## config.mk

```make
export PLATFORM = sky130hd
export DESIGN_NAME = rram_pulse_sequencer
export DESIGN_NICKNAME = d
export VERILOG_FILES = /design/src/rtl/rram_pulse_sequencer.sv
export SDC_FILE = /design/constraint.sdc
export NUM_CORES = 1
export LEC_CHECK = 0
export ABC_CLOCK_PERIOD_IN_PS = 4700
export CAP_MARGIN = 25
export CORE_AREA = 2 2 136 138
export DETAILED_ROUTE_END_ITERATION = 12
export DIE_AREA = 0 0 138 140
export PLACE_DENSITY = 0.91
export REMOVE_ABC_BUFFERS = 1
export SYNTH_ARGS = -nofsm -noshare
export SYNTH_HDL_FRONTEND = slang
export SYNTH_SLANG_ARGS = --single-unit
export TNS_END_PERCENT = 5
```

## constraint.sdc

```tcl
create_clock -name mclk -period 4.7 [get_ports mclk]
set_input_delay 0.47 -clock mclk [delete_from_list [all_inputs] [get_ports mclk]]
set_output_delay 0.47 -clock mclk [all_outputs]
set_load 0.01 [all_outputs]
```

## src/rtl/rram_pulse_sequencer.sv

```systemverilog
// rtl/rram_pulse_sequencer.sv - sequences one RRAM READ/SET/RESET on the analog control pins
// All pin outputs are registered copies of values decoded from the next state.
module rram_pulse_sequencer #(
  parameter int WORD_W = 48,
  parameter int ADDR_W = 16,
  parameter int CNT_W  = 8
) (
  input  logic              mclk,
  input  logic              rst_n,
  input  logic              cmd_valid,
  output logic              cmd_ready,
  input  logic [1:0]        cmd_op,
  input  logic [ADDR_W-1:0] cmd_addr,
  input  logic [WORD_W-1:0] cmd_wdata,
  input  logic [CNT_W-1:0]  cfg_setup,
  input  logic [CNT_W-1:0]  cfg_pw,
  input  logic [CNT_W-1:0]  cfg_timeout,
  output logic              rsp_valid,
  input  logic              rsp_ready,
  output logic [WORD_W-1:0] rsp_rdata,
  output logic [1:0]        rsp_err,
  output logic [ADDR_W-1:0] rram_addr,
  output logic [WORD_W-1:0] di,
  output logic              we,
  output logic              set_rst,
  output logic              wl_dac_en,
  output logic              bsl_dac_en,
  output logic              read_dac_en,
  output logic              wl_en,
  output logic              bl_en,
  output logic              sl_en,
  output logic              sa_en,
  output logic              sa_clk,
  input  logic [WORD_W-1:0] sa_do,
  input  logic              sa_rdy,
  output logic              rram_busy
);

  typedef enum logic [2:0] {
    ST_IDLE, ST_SETUP, ST_PULSE, ST_SENSE, ST_RECOVER, ST_RESP
  } state_t;

  localparam logic [1:0] OP_READ  = 2'b00;
  localparam logic [1:0] OP_SET   = 2'b01;
  localparam logic [1:0] OP_RESET = 2'b10;
  localparam logic [1:0] OP_ILL   = 2'b11;

  localparam logic [1:0] ERR_OK      = 2'b00;
  localparam logic [1:0] ERR_TIMEOUT = 2'b01;
  localparam logic [1:0] ERR_ILLEGAL = 2'b10;

  localparam logic [CNT_W-1:0] CNT_ONE = 1;

  state_t            state, state_nxt;
  logic [CNT_W-1:0]  cnt, cnt_nxt;
  logic [CNT_W-1:0]  pw_q, pw_nxt;
  logic [CNT_W-1:0]  to_q, to_nxt;
  logic [1:0]        op_q, op_nxt;
  logic [ADDR_W-1:0] addr_q, addr_nxt;
  logic [WORD_W-1:0] wdata_q, wdata_nxt;
  logic [WORD_W-1:0] rdata_nxt;
  logic [1:0]        err_nxt;
  logic              rdy_meta, rdy_sync;

  logic [ADDR_W-1:0] rram_addr_nxt;
  logic [WORD_W-1:0] di_nxt;
  logic we_nxt, set_rst_nxt, wl_dac_nxt, bsl_dac_nxt, read_dac_nxt;
  logic wl_en_nxt, bl_en_nxt, sl_en_nxt, sa_en_nxt, sa_clk_nxt;
  logic is_rd, is_wr, drive_phase;

  // Counters hold (cycles - 1); a programmed 0 behaves like 1.
  function automatic logic [CNT_W-1:0] cnt_load(input logic [CNT_W-1:0] v);
    return (v == '0) ? '0 : v - CNT_ONE;
  endfunction

  // Synchronizer is flushed outside SENSE so a stale ready can never shortcut the capture.
  always_ff @(posedge mclk) begin
    if (!rst_n || state != ST_SENSE) begin
      rdy_meta <= 1'b0;
      rdy_sync <= 1'b0;
    end else begin
      rdy_meta <= sa_rdy;
      rdy_sync <= rdy_meta;
    end
  end

  always_comb begin
    state_nxt = state;
    cnt_nxt   = cnt;
    pw_nxt    = pw_q;
    to_nxt    = to_q;
    op_nxt    = op_q;
    addr_nxt  = addr_q;
    wdata_nxt = wdata_q;
    rdata_nxt = rsp_rdata;
    err_nxt   = rsp_err;
    case (state)
      ST_IDLE: begin
        if (cmd_valid) begin
          op_nxt    = cmd_op;
          addr_nxt  = cmd_addr;
          wdata_nxt = cmd_wdata;
          pw_nxt    = cfg_pw;
          to_nxt    = cfg_timeout;
          rdata_nxt = '0;
          if (cmd_op == OP_ILL) begin
            err_nxt   = ERR_ILLEGAL;
            state_nxt = ST_RESP;
          end else begin
            err_nxt   = ERR_OK;
            cnt_nxt   = cnt_load(cfg_setup);
            state_nxt = ST_SETUP;
          end
        end
      end
      ST_SETUP: begin
        if (cnt == '0) begin
          cnt_nxt   = cnt_load(pw_q);
          state_nxt = ST_PULSE;
        end else begin
          cnt_nxt = cnt - CNT_ONE;
        end
      end
      ST_PULSE: begin
        if (cnt == '0) begin
          if (op_q == OP_READ) begin
            cnt_nxt   = cnt_load(to_q);
            state_nxt = ST_SENSE;
          end else begin
            state_nxt = ST_RECOVER;
          end
        end else begin
          cnt_nxt = cnt - CNT_ONE;
        end
      end
      ST_SENSE: begin
        if (rdy_sync) begin
          rdata_nxt = sa_do;
          state_nxt = ST_RECOVER;
        end else if (cnt == '0) begin
          err_nxt   = ERR_TIMEOUT;
          state_nxt = ST_RECOVER;
        end else begin
          cnt_nxt = cnt - CNT_ONE;
        end
      end
      ST_RECOVER: state_nxt = ST_RESP;
      ST_RESP: begin
        if (rsp_ready) state_nxt = ST_IDLE;
      end
      default: state_nxt = ST_IDLE;
    endcase
  end

  // Pin decode from the upcoming state so every pin is a plain flop.
  always_comb begin
    is_rd       = (op_nxt == OP_READ);
    is_wr       = (op_nxt == OP_SET) || (op_nxt == OP_RESET);
    drive_phase = (state_nxt == ST_SETUP) || (state_nxt == ST_PULSE);
    rram_addr_nxt = '0;
    di_nxt        = '0;
    if (state_nxt != ST_IDLE && op_nxt != OP_ILL) begin
      rram_addr_nxt = addr_nxt;
      if (is_wr) di_nxt = wdata_nxt;
    end
    we_nxt       = drive_phase && is_wr;
    set_rst_nxt  = drive_phase && (op_nxt == OP_SET);
    bsl_dac_nxt  = drive_phase && is_wr;
    wl_dac_nxt   = drive_phase || (state_nxt == ST_SENSE);
    read_dac_nxt = (drive_phase && is_rd) || (state_nxt == ST_SENSE);
    wl_en_nxt    = (state_nxt == ST_PULSE) || (state_nxt == ST_SENSE);
    bl_en_nxt    = ((state_nxt == ST_PULSE) && (is_rd || op_nxt == OP_SET))
                   || (state_nxt == ST_SENSE);
    sl_en_nxt    = (state_nxt == ST_PULSE) && (op_nxt == OP_RESET);
    sa_en_nxt    = (state_nxt == ST_SENSE);
    sa_clk_nxt   = (state_nxt == ST_SENSE) && (state != ST_SENSE);
  end

  always_ff @(posedge mclk) begin
    if (!rst_n) begin
      state       <= ST_IDLE;
      cnt         <= '0;
      pw_q        <= '0;
      to_q        <= '0;
      op_q        <= OP_READ;
      addr_q      <= '0;
      wdata_q     <= '0;
      cmd_ready   <= 1'b1;
      rram_busy   <= 1'b0;
      rsp_valid   <= 1'b0;
      rsp_rdata   <= '0;
      rsp_err     <= ERR_OK;
      rram_addr   <= '0;
      di          <= '0;
      we          <= 1'b0;
      set_rst     <= 1'b0;
      wl_dac_en   <= 1'b0;
      bsl_dac_en  <= 1'b0;
      read_dac_en <= 1'b0;
      wl_en       <= 1'b0;
      bl_en       <= 1'b0;
      sl_en       <= 1'b0;
      sa_en       <= 1'b0;
      sa_clk      <= 1'b0;
    end else begin
      state       <= state_nxt;
      cnt         <= cnt_nxt;
      pw_q        <= pw_nxt;
      to_q        <= to_nxt;
      op_q        <= op_nxt;
      addr_q      <= addr_nxt;
      wdata_q     <= wdata_nxt;
      cmd_ready   <= (state_nxt == ST_IDLE);
      rram_busy   <= (state_nxt != ST_IDLE);
      rsp_valid   <= (state_nxt == ST_RESP);
      rsp_rdata   <= rdata_nxt;
      rsp_err     <= err_nxt;
      rram_addr   <= rram_addr_nxt;
      di          <= di_nxt;
      we          <= we_nxt;
      set_rst     <= set_rst_nxt;
      wl_dac_en   <= wl_dac_nxt;
      bsl_dac_en  <= bsl_dac_nxt;
      read_dac_en <= read_dac_nxt;
      wl_en       <= wl_en_nxt;
      bl_en       <= bl_en_nxt;
      sl_en       <= sl_en_nxt;
      sa_en       <= sa_en_nxt;
      sa_clk      <= sa_clk_nxt;
    end
  end

endmodule
```

==> metrics <==
Lkg Pwr 4.45 nW; Placer Congestion 0.869; fin crit period roughly 2.9 ns; Die Span Y ~140 um; Nets between 1000 and 1500; Post-synth EDFFs 0; Core Util, Final 0.690; CTS tree built; Die Width around 140 um; Slew Viols, Final 0; type of origin of the critical path flip-flop; CP Capture Type flip-flop; clk sink count approximately 220; Synth Cell Area roughly 0.0087 mm^2; Post-CTS Resized 0; total CTS buffers 23; Max H-tree Level 1; clock group share of total power 0.400; peak supply drop between 200 and 300 uV; vias in the first global route 7501; initial antenna violation count 1; CP required about 5.1 ns; Via Count around 7400; Slew @ Worst Pin between 0.9 and 1 ns; core area between 0.015 and 0.02 mm^2; clock latency on the worst-skew pair 0.51 ns; Switch Pwr around 0.0012 W; drt first-iter violations around 380; power density over the cells 371 mW/mm^2; Placed Cells around 1300; cts hold-fix bufs 0; leading cell types in the layout, fill and taps excluded clkdlybuf4s50_1, dfxtp_1, nand2_1; Final Hold Viols 0; Avg Cell Area, Syn 9.71 um^2; io pins 270; total length of routed wires 24200 um; outcome finished, final reports clean; Initial Util 0.491; FP Rows just under 50; TritonRoute pass-1 iters 4; final hold slack approximately 0.41 ns; Synth Register Bits 221; Synth Instances ~900; full die area slightly below 0.02 mm^2; hpwl dp about 16000 um; Gate power share 0.156; DR WL/cell around 18 um; Port-buffer cells approximately 270; Async SR Flop Fraction 0; Place WS between 1 and 1.5 ns; routed via count divided by cell count between 5 and 6; sequential-to-total area share from yosys stat 0.507; CP Max Fanout 43; final setup fails 0; first-pass GRT wire length roughly 39000 um; post-CTS setup buffer count 0; Hold WC Path Type in -> reg; global route total overflow 0; clk_skew 0.0138 ns; area added between synthesis and finish 40.5%; internal power 0.00338 W; largest net degree at the start of global routing 119; final worst setup slack about 1.8 ns; CP Class reg -> reg; YS warnings 0; most common cell after layout, fill and taps aside clkdlybuf4s50_1; RSZ-0062 raised after global routing no; share of layout cells above drive strength 1 0.0576; Switching Fraction 0.258; remaining antenna violation count after routing 0; Flop pwr share 0.444; Tot Pwr 0.00455 W; CTS clk-pin slew, worst paths ~0.06 ns; maxcap violations 0; DRC Markers 0; Max Fclk between 300 and 400 MHz; Distinct cells, synth between 60 and 70; Final Cycle Share 0.622; Relative slew margins 0.341; Primary FF master, synth dfxtp_1; CP arrival 3.33 ns; clock buffer depth 3; CTS Root Cell clkbuf_16; GRT Util Overall 0.240; Layout Cells excl Fill between 1000 and 1500
-- registers in the layout (all words and copies together), names as in the netlist, 2 cells and up --
| signal | count |
|---|---|
| di | 48 |
| pw_q | 8 |
| state | 3 |
| rram_addr | 16 |
| to_q | 8 |
| cnt | 8 |
| wdata_q | 48 |
| rsp_rdata | 48 |
| addr_q | 16 |
| op_q | 2 |
| rsp_err | 2 |
-- through the flow --
step	TNS [ns]	instance area, um^2
6_report	0	12300
5_1_grt	0	12300
4_1_cts	0	12300
3_5_place_dp	0	11500
3_3_place_gp	0	11500
2_1_floorplan	-2040.17	8410
-- layout make-up --
cell class | instances | area, um^2
fillers | 1307 | 5510
flip-flops and latches | 221 | 4420
multi-input cells | 586 | 3940
repair buffers | 280 | 2770
clock buffers | 34 | 687
well taps | 229 | 287
clock inverters | 8 | 88.8
inverters | 17 | 63.8
diodes | 1 | 2.50
-- Yosys cell counts, types with 4 or more instances --
library cell | instances | area, um^2
xnor2_1 | 7 | 61.3
nor4_1 | 4 | 25.0
a22oi_1 | 4 | 30.0
clkbuf_1 | 50 | 188
nor2b_1 | 74 | 463
o31ai_1 | 6 | 45.0
a31oi_1 | 8 | 50.1
nand2b_1 | 4 | 25.0
nor2_1 | 19 | 71.3
a21boi_0 | 69 | 518
inv_1 | 17 | 63.8
or3_1 | 6 | 37.5
o21ai_0 | 18 | 90.1
nor3_1 | 8 | 40.0
dfxtp_1 | 221 | 4420
buf_2 | 17 | 85.1
nand2_1 | 97 | 364
ha_1 | 10 | 125
a211oi_1 | 66 | 495
mux2i_1 | 67 | 671
buf_1 | 5 | 18.8
a21oi_1 | 8 | 40.0
nand3_1 | 52 | 260
or4_1 | 5 | 37.5
-- kinds of logic (layout without fill, tap and decap cells) --
group / after synthesis / after routing / synth area share
and+or+nand+nor: 292 / 292 / 0.174
DFF: 221 / 221 / 0.507
AOI/OAI and AO/OA: 206 / 206 / 0.172
buffers and inverters: 92 / 339 / 0.0441
muxes: 68 / 68 / 0.0781
adders and majority gates: 10 / 10 / 0.0143
xor gates and xnor gates: 10 / 10 / 0.0100
other: 0 / 1 / 0
-- metal layers --
layer / vias to the layer above / track usage / wire (um)
li1: 3619 / - / -
met1: 3512 / 0.291 / 9970
met2: 240 / 0.417 / 11900
met3: 65 / 0.0557 / 1540
met4: 0 / 0.0908 / 820
met5: - / 0 / 0
-- final timing paths --
kind	cells past startpoint	slack, ns	to	from
max reg2reg	6	1.78	rram_addr[0]$_SDFF_PN0_	state[1]$_SDFF_PN0_
min reg2reg	2	0.46	rsp_rdata[16]$_SDFFE_PN0P_	rsp_rdata[16]$_SDFFE_PN0P_
min	2	0.41	op_q[0]$_SDFF_PN0_	rst_n
max	6	1.78	rram_addr[0]$_SDFF_PN0_	state[1]$_SDFF_PN0_
-- critical path: stages (launching register included) --
cell	delay (ns)
dfxtp_1	0.49
nor4b_2	0.57
buf_4	0.49
nand3_1	0.15
o2111a_2	0.41
buf_4	0.40
a211oi_1	0.29
-- power groups by stage --
stage / combinational [W] / sequential [W] / clock [W]
floorplan: 0.000423 / 0.00206 / 0
global placement: 0.000689 / 0.00206 / 0
detailed placement: 0.000702 / 0.00206 / 0
CTS: 0.000709 / 0.00202 / 0.00185
global route: 0.000775 / 0.00203 / 0.00193
finish: 0.000712 / 0.00202 / 0.00182
(Power assumes the default switching activity.)
